==> src/rtl/alu_issue_ctrl.sv <==
// Issue controller in front of Alu_Top. It decodes one MIPS instruction at a time,
// drives operands from a local register file, captures the ALU result and writes it back.
module alu_issue_ctrl #(
  parameter int unsigned SETTLE = 1,
  parameter int unsigned NREGS  = 32
) (
  input  logic        clk,
  input  logic        reset,
  input  logic        in_valid,
  output logic        in_ready,
  input  logic [31:0] in_instr,
  input  logic        reg_wr_en,
  input  logic [4:0]  reg_wr_addr,
  input  logic [31:0] reg_wr_data,
  output logic [5:0]  alu_opcode,
  output logic [5:0]  alu_func,
  output logic [31:0] alu_a,
  output logic [31:0] alu_b,
  input  logic [31:0] alu_result,
  input  logic        alu_zero,
  output logic        out_valid,
  input  logic        out_ready,
  output logic [31:0] out_result,
  output logic        out_zero,
  output logic        out_branch,
  output logic        out_err
);

  localparam int unsigned IW       = (NREGS > 1) ? $clog2(NREGS) : 1;
  localparam logic [3:0]  CNT_LOAD = 4'(SETTLE - 1);

  typedef enum logic [1:0] {
    IDLE = 2'd0,
    WAIT = 2'd1,
    RESP = 2'd2
  } state_t;

  state_t        state_r;
  state_t        state_nxt_s;
  logic [3:0]    cnt_r;
  logic [31:0]   rf_r [NREGS];

  logic [5:0]    alu_opcode_r;
  logic [5:0]    alu_func_r;
  logic [31:0]   alu_a_r;
  logic [31:0]   alu_b_r;
  logic          wb_en_r;
  logic [IW-1:0] wb_idx_r;

  logic          in_ready_r;
  logic          out_valid_r;
  logic [31:0]   out_result_r;
  logic          out_zero_r;
  logic          out_branch_r;
  logic          out_err_r;

  logic [5:0]    opcode_s;
  logic [5:0]    func_s;
  logic [IW-1:0] rs_s;
  logic [IW-1:0] rt_s;
  logic [IW-1:0] rd_s;
  logic [IW-1:0] pre_idx_s;
  logic [31:0]   imm_sext_s;
  logic [31:0]   opnd_a_s;
  logic [31:0]   opnd_rt_s;
  logic          supported_s;
  logic          use_imm_s;
  logic          wb_en_s;
  logic [IW-1:0] wb_idx_s;
  logic          accept_s;
  logic          reject_s;
  logic          capture_s;
  logic          wb_fire_s;
  logic          pre_fire_s;
  logic          unused_bits_s;

  assign opcode_s   = in_instr[31:26];
  assign func_s     = in_instr[5:0];
  assign rs_s       = in_instr[21 +: IW];
  assign rt_s       = in_instr[16 +: IW];
  assign rd_s       = in_instr[11 +: IW];
  assign imm_sext_s = {{16{in_instr[15]}}, in_instr[15:0]};
  assign pre_idx_s  = reg_wr_addr[IW-1:0];

  // Operands come straight from the register file so they are ready on the accept edge.
  assign opnd_a_s  = (rs_s == {IW{1'b0}}) ? 32'd0 : rf_r[rs_s];
  assign opnd_rt_s = (rt_s == {IW{1'b0}}) ? 32'd0 : rf_r[rt_s];

  assign unused_bits_s = ^{in_instr, reg_wr_addr};

  // Instruction decode: legality, B-operand source and writeback target.
  always_comb begin
    supported_s = 1'b0;
    use_imm_s   = 1'b0;
    wb_en_s     = 1'b0;
    wb_idx_s    = rd_s;
    case (opcode_s)
      6'h00: begin
        case (func_s)
          6'h20, 6'h22, 6'h24, 6'h25, 6'h2A: begin
            supported_s = 1'b1;
            wb_en_s     = 1'b1;
          end
          default: supported_s = 1'b0;
        endcase
      end
      6'h08, 6'h23: begin
        supported_s = 1'b1;
        use_imm_s   = 1'b1;
        wb_en_s     = 1'b1;
        wb_idx_s    = rt_s;
      end
      6'h2B: begin
        supported_s = 1'b1;
        use_imm_s   = 1'b1;
      end
      6'h04:   supported_s = 1'b1;
      default: supported_s = 1'b0;
    endcase
  end

  // Next-state logic and the one-cycle strobes that steer the datapath.
  always_comb begin
    state_nxt_s = state_r;
    accept_s    = 1'b0;
    reject_s    = 1'b0;
    capture_s   = 1'b0;
    case (state_r)
      IDLE: begin
        if (in_valid) begin
          if (supported_s) begin
            accept_s    = 1'b1;
            state_nxt_s = WAIT;
          end else begin
            reject_s    = 1'b1;
            state_nxt_s = RESP;
          end
        end else begin
          state_nxt_s = IDLE;
        end
      end
      WAIT: begin
        if (cnt_r == 4'd0) begin
          capture_s   = 1'b1;
          state_nxt_s = RESP;
        end else begin
          state_nxt_s = WAIT;
        end
      end
      RESP: begin
        if (out_ready) begin
          state_nxt_s = IDLE;
        end else begin
          state_nxt_s = RESP;
        end
      end
      default: state_nxt_s = IDLE;
    endcase
  end

  // State register.
  always_ff @(posedge clk or posedge reset) begin
    if (reset) begin
      state_r <= IDLE;
    end else begin
      state_r <= state_nxt_s;
    end
  end

  // Handshake outputs are registered from the next state so they match it exactly.
  always_ff @(posedge clk or posedge reset) begin
    if (reset) begin
      in_ready_r  <= 1'b1;
      out_valid_r <= 1'b0;
    end else begin
      in_ready_r  <= (state_nxt_s == IDLE);
      out_valid_r <= (state_nxt_s == RESP);
    end
  end

  // ALU port registers, settle counter and the pending writeback target.
  always_ff @(posedge clk or posedge reset) begin
    if (reset) begin
      alu_opcode_r <= 6'd0;
      alu_func_r   <= 6'd0;
      alu_a_r      <= 32'd0;
      alu_b_r      <= 32'd0;
      wb_en_r      <= 1'b0;
      wb_idx_r     <= {IW{1'b0}};
      cnt_r        <= 4'd0;
    end else if (accept_s) begin
      alu_opcode_r <= opcode_s;
      alu_func_r   <= (opcode_s == 6'h00) ? func_s : 6'h00;
      alu_a_r      <= opnd_a_s;
      alu_b_r      <= use_imm_s ? imm_sext_s : opnd_rt_s;
      wb_en_r      <= wb_en_s;
      wb_idx_r     <= wb_idx_s;
      cnt_r        <= CNT_LOAD;
    end else if ((state_r == WAIT) && (cnt_r != 4'd0)) begin
      cnt_r <= cnt_r - 4'd1;
    end
  end

  // Response registers: loaded from the ALU on capture, or forced to an error reply.
  always_ff @(posedge clk or posedge reset) begin
    if (reset) begin
      out_result_r <= 32'd0;
      out_zero_r   <= 1'b0;
      out_branch_r <= 1'b0;
      out_err_r    <= 1'b0;
    end else if (capture_s) begin
      out_result_r <= alu_result;
      out_zero_r   <= alu_zero;
      out_branch_r <= (alu_opcode_r == 6'h04) && alu_zero;
      out_err_r    <= 1'b0;
    end else if (reject_s) begin
      out_result_r <= 32'd0;
      out_zero_r   <= 1'b0;
      out_branch_r <= 1'b0;
      out_err_r    <= 1'b1;
    end
  end

  assign wb_fire_s  = capture_s && wb_en_r && (wb_idx_r != {IW{1'b0}});
  assign pre_fire_s = reg_wr_en && (pre_idx_s != {IW{1'b0}});

  // Register file: the writeback is issued last so it overrides a same-edge preload.
  always_ff @(posedge clk or posedge reset) begin
    if (reset) begin
      for (int i = 0; i < NREGS; i++) begin
        rf_r[i] <= 32'd0;
      end
    end else begin
      if (pre_fire_s) begin
        rf_r[pre_idx_s] <= reg_wr_data;
      end
      if (wb_fire_s) begin
        rf_r[wb_idx_r] <= alu_result;
      end
    end
  end

  assign in_ready   = in_ready_r;
  assign out_valid  = out_valid_r;
  assign out_result = out_result_r;
  assign out_zero   = out_zero_r;
  assign out_branch = out_branch_r;
  assign out_err    = out_err_r;
  assign alu_opcode = alu_opcode_r;
  assign alu_func   = alu_func_r;
  assign alu_a      = alu_a_r;
  assign alu_b      = alu_b_r;

endmodule

==> config.mk <==
export PLATFORM = sky130hd
export DESIGN_NAME = alu_issue_ctrl
export DESIGN_NICKNAME = d
export VERILOG_FILES = /design/src/rtl/alu_issue_ctrl.sv
export SDC_FILE = /design/constraint.sdc
export NUM_CORES = 2
export LEC_CHECK = 0
export BUFFER_PORTS_ARGS = -buffer_cell sky130_fd_sc_hd__buf_2
export CORE_ASPECT_RATIO = 0.75
export CORE_UTILIZATION = 25
export DETAILED_ROUTE_END_ITERATION = 10
export GPL_TIMING_DRIVEN = 0
export HOLD_SLACK_MARGIN = 0.06
export PLACE_DENSITY = 0.37
export RECOVER_POWER = 50
export SLEW_MARGIN = 20
export SYNTH_ARGS = -nofsm -noshare
export SYNTH_HDL_FRONTEND = slang
export SYNTH_SLANG_ARGS = --single-unit
==> constraint.sdc <==
create_clock -name clk -period 90 [get_ports clk]
set_input_delay 13.5 -clock clk [delete_from_list [all_inputs] [get_ports clk]]
set_output_delay 13.5 -clock clk [all_outputs]
set_load 0.005 [all_outputs]
# Word-level counts from Yosys, hierarchy flattened
# Index checks and enable logic that the tools add are counted.
# classes
addsub	1
eq_ne	13
n_bitwise	4
n_reduce_logical	22
magnitude_cmp	6
shifts	0
mul	0
n_div	0
muxes	45
# ops
op	n
bitwise mux 1024 bit	2
two-way mux 1024 bit	2
two-way mux 32 bit	11
binary-select mux 32 bit (select 5 bit)	2
demux 32 bit (select 5 bit)	2
equality test 6 bit (second input constant)	7
>= comparator 6 bit (second input constant)	4
inverter 5 -> 6 bit	4
two-way mux 1 bit	15
equality test 6 x 3 -> 1 bit (second input constant)	2
less-than comparator 6 x 1 -> 1 bit (second input constant)	2
logical NOT 5 bit	2
nonzero test 5 bit	2
two-way mux 2 bit	4
two-way mux 4 bit	2
logical AND 1 bit	7
equality test 6 x 4 -> 1 bit (second input constant)	1
logical NOT 6 bit	1
two-way mux 6 bit	1
one-hot mux 2 bit (3 select lines)	1
two-way mux 5 bit	1
OR reduction 5 bit	1
equality test 2 bit (second input constant)	2
logical NOT 2 bit	2
other kinds (9)	11
# word_totals
latch_bits	0
mem_bits_rw	0
output_inout_bits	113
reg_bits	1149
input_bits	107
memories	0
mem_bits_ro	0
elab_cells	137

# Longest topological paths before layout
# logic_depth
word_depth	9
depth_mapped	11
depth_no_buf	8

# Worst setup path after synthesis
# No wires, ideal clock.
# synth_path
path_type	input -> register
startpoint	input in_instr[21]
endpoint	register alu_a_r[0], in the netlist alu_a[0]
path_stages	7
setup_slack_ns	74.296
path_buffers	3
t_required_ns	89.873
t_arrival_ns	15.577
setup_ns	0.127
cell_sequence	clkbuf_1 clkbuf_1 buf_1 mux4_2 mux4_2 inv_1 o22ai_1
# synth_via
elab_chain_cells	5
word_cells_on_any_way	6
cone_classes	4 x mux; 1 x bitwise; 1 x reduce/logical
# synth_lines
element	line_no	text
start: declaration	11	input logic [31:0] in_instr,
inverter 5 -> 6 bit (not written as such)	86	assign opnd_a_s = (rs_s == {IW{1'b0}}) ? 32'd0 : rf_r[rs_s];
binary-select mux 32 bit (select 5 bit)	86	
two-way mux 32 bit (not written as such) (2 in series)	86	
two-way mux 32 bit (*)	86	
end signal: assignment	194	alu_a_r <= opnd_a_s;
end: declaration	45	logic [31:0] alu_a_r;
# Mark *: on every way between the ends. The rest lies on a longest branch, timed or not. The select of a mux whose other input is x is not followed.
# A chain may end at the register's enable or synchronous reset.

==> flow_summary.yaml <==
setup_path:
  rr_startpoint: "cnt_r[0]"
  cp-end-kind: "asynchronous set/reset pin"
  required_ps: 89710
  critPathLaunchType: "primary input"
  reg2reg_slack_ps: 86060
  cp.arrival_ps: 30700
  worstPathMaxFanout: 87
  crit_end: "rf_r[133]"
  r2r_end: "rf_r[500]"
  path_class: "in2async"
  crit_start: "reset"
  reg2reg_depth: 9
clock_network:
  cts_buffer_depth: 4
  cts_root_buf: "clkbuf_16"
  htreeDepth: 4
  clock_sinks: 1149
  cts_buffers: 155
  cts-hold-fix-buffers: 0
  cts-resized-gates: 0
  clk_pin_slew_ps: 60
  clk_latency_ps: 860
  cts_setup_buffers: 0
  cts_tree: "done"
finish:
  nFillCells: 28060
  area_growth_pct: 16.74
  finalNetCount: 6961
  multiInputGateArea_um2: 36330
  drive_above_1_share_pct: 15.33
  fin_area_um2: 79320
  seq_area_um2: 28750
placement:
  hpwlAfterDp_um: 318100
  place_area_um2: 74690
  place.gp.congestion: 0.9789
  io_buffers: 210
sta:
  setup_violations: 0
  final.period_utilization_pct: 34.44
  maxSlewViolCount: 797
  final-hold-violation-count: 0
  min_period_ps: 30990
  fmax_ghz: 0.03226
  slew_headroom_pct: -264.1
  hold-worst-slack_ps: 475.1
  skew_ps: 56.53
  tightest_slew_ps: 5461
  rsz0062_at_grt: "false"
  setup_tns_ps: 0
power_and_ir_drop:
  total_power_mw: 1.824
  power_per_cell_area_nw_per_um2: 23.00
  cellLeakagePower_nw: 33.39
  ir_drop_mv: 0.01378
synth:
  synth_top_family_by_area: "multiplexers"
  avgSynthCellArea_um2: 10.55
  synthAdderAreaFrac_pct: 0.01841
  synth_fp_nets: 6550
  async_reset_ff_share_pct: 100.0
  netlist_instances: 6442
  synth_xor_area_share_pct: 0.03867
  synth_edf_count: 0
  synthMuxAreaShare_pct: 33.41
  ys_types: 61
  syn_area_um2: 67950
  ys_seq_area_share_pct: 42.32
  synth-seq-cells: 1149
  ys.flop_type: "dfrtp_1"
  yosysWarnings: 0
  synthSimpleGateAreaFrac_pct: 8.870
  synth_compound_area_share_pct: 10.92
flow_run:
  max_cap_violations: 13
drt:
  vias: 59270
  wl_um: 399100
  drc: 0
  detail_route.first_pass.iterations: 6
  routed_via_density: 5.613
  ant_nets: 0
  drtIter0Drc: 8642
  routedWlPerCell_um: 37.79
grt:
  gr-total-overflow: 0
  grt_pass1_wl_um: 527700
  grt_pass1_vias: 55650
  track_usage_pct: 28.47
  antenna_found_initial: 47
  grt_max_degree: 94
hold_path:
  hold_path_class: "reg2reg"
floorplanning:
  fp.dieH_um: 453.5
  ios: 220
  die_area_um2: 273900
  num_rows: 165
  core_area_um2: 269800
  die_x_um: 604.0
  start_util_pct: 25.18
run_status:
  violations: "max-capacitance violations, max-slew violations"
  status: "complete, but fails checks"
through the flow:
stage                     setup slack [ps]  instances  util (%)
after floorplan                      44140       6442         -
after global placement               24850      10240     27.24
after detailed placement             71080      10290     27.68
after CTS                            72000      10550     29.49
after global routing                 55900      10550     29.39
final                                59010      10560     29.40
cell families after synthesis:
| logic type | Yosys count |
|---|---|
| mux | 1650 |
| xor+xnor | 3 |
| fa+ha+maj | 1 |
| buf+inv | 781 |
| simple gates | 1487 |
| compound gates | 1371 |
| flops | 1149 |
cell type report:
cell class / count / share of cell area [%]
Buffer: 743 / 3.735
Inverter: 38 / 0.1814
Sequential cell: 1149 / 36.25
Clock inverter: 39 / 0.5142
Antenna cell: 12 / 0.03786
Timing Repair Buffer: 254 / 2.183
Multi-Input combinational cell: 4512 / 45.81
Clock buffer: 223 / 5.630
Tap cell: 3590 / 5.663
cells in the mapped netlist, drive strengths merged (47+ instances only):
library cell / count / area share, %
mux2i: 1154 / 17
dfrtp: 1148 / 42
nor2: 725 / 4.0
a21oi: 703 / 5.2
clkbuf: 635 / 3.5
nand2: 572 / 3.2
mux4: 494 / 16
o21ai: 444 / 3.3
buf: 108 / 0.71
nand3: 61 / 0.45
a22oi: 58 / 0.64
nor2b: 47 / 0.43
o22ai: 47 / 0.43
how the worst min path moves through the flow:
stage | from | endpoint | slack (ps) | cells after the start
floorplan | rf_r[1008] | rf_r[1008] | 440 | 1
global placement | rf_r[1015] | rf_r[1015] | 450 | 1
detailed placement | alu_func[2] | alu_func[2] | 460 | 2
CTS | alu_func[3] | alu_func[3] | 480 | 2
global route | rf_r[996] | rf_r[996] | 500 | 1
finish | alu_func[3] | alu_func[3] | 480 | 2
cell usage in the layout, fill, tap and decap left out, drive strengths merged, types with 3 or more instances in the layout:
cell type and count:
nand3 61, inv 41, a211oi 35, nor3 15, bufinv 7, or4 5, o211ai 7, a22oi 58
nand2 572, clkbuf 933, clkinv 25, nor2 725, a221oi 34, nor4 4, diode 12, dfrtp 1148
mux4 494, o21ai 444, a31oi 12, nand4 9, clkinvlp 4, nand3b 3, o221ai 3, and3 5
nor2b 47, and2 9, mux2i 1154, or2 4, nand4b 3, o22ai 47, buf 287, nand2b 15
a21oi 703, a32oi 3, nor3b 4, o21a 6, a2111oi 5, or3 4
routing by layer:
layer | wire length (um) | track usage (%)
met4 | 12270 | 7.931
met1 | 181800 | 41.74
met2 | 158600 | 38.75
met3 | 46390 | 10.17
met5 | 12 | 0
sequential cells by signal, summed over array words and instances, names as in the netlist, 2 cells and up:
signal	flops
wb_idx_r	5
alu_a	32
state_r	2
alu_func	6
cnt_r	4
alu_opcode	6
out_result	32
rf_r	1024
alu_b	32
critical path, stage by stage:
cell        delay [ps]
buf_2              100
clkinvlp_2        1740
clkbuf_1          3600
clkbuf_1          3590
clkbuf_1          4040
clkbuf_1          3800
power by group:
part | leakage [nW] | total, mW | internal [mW] | switching [mW]
sequential | 14.0 | 0.749 | 0.626 | 0.122
combinational | 16.9 | 0.443 | 0.187 | 0.256
clock | 2.41 | 0.633 | 0.363 | 0.269
(Power assumes the default switching activity.)
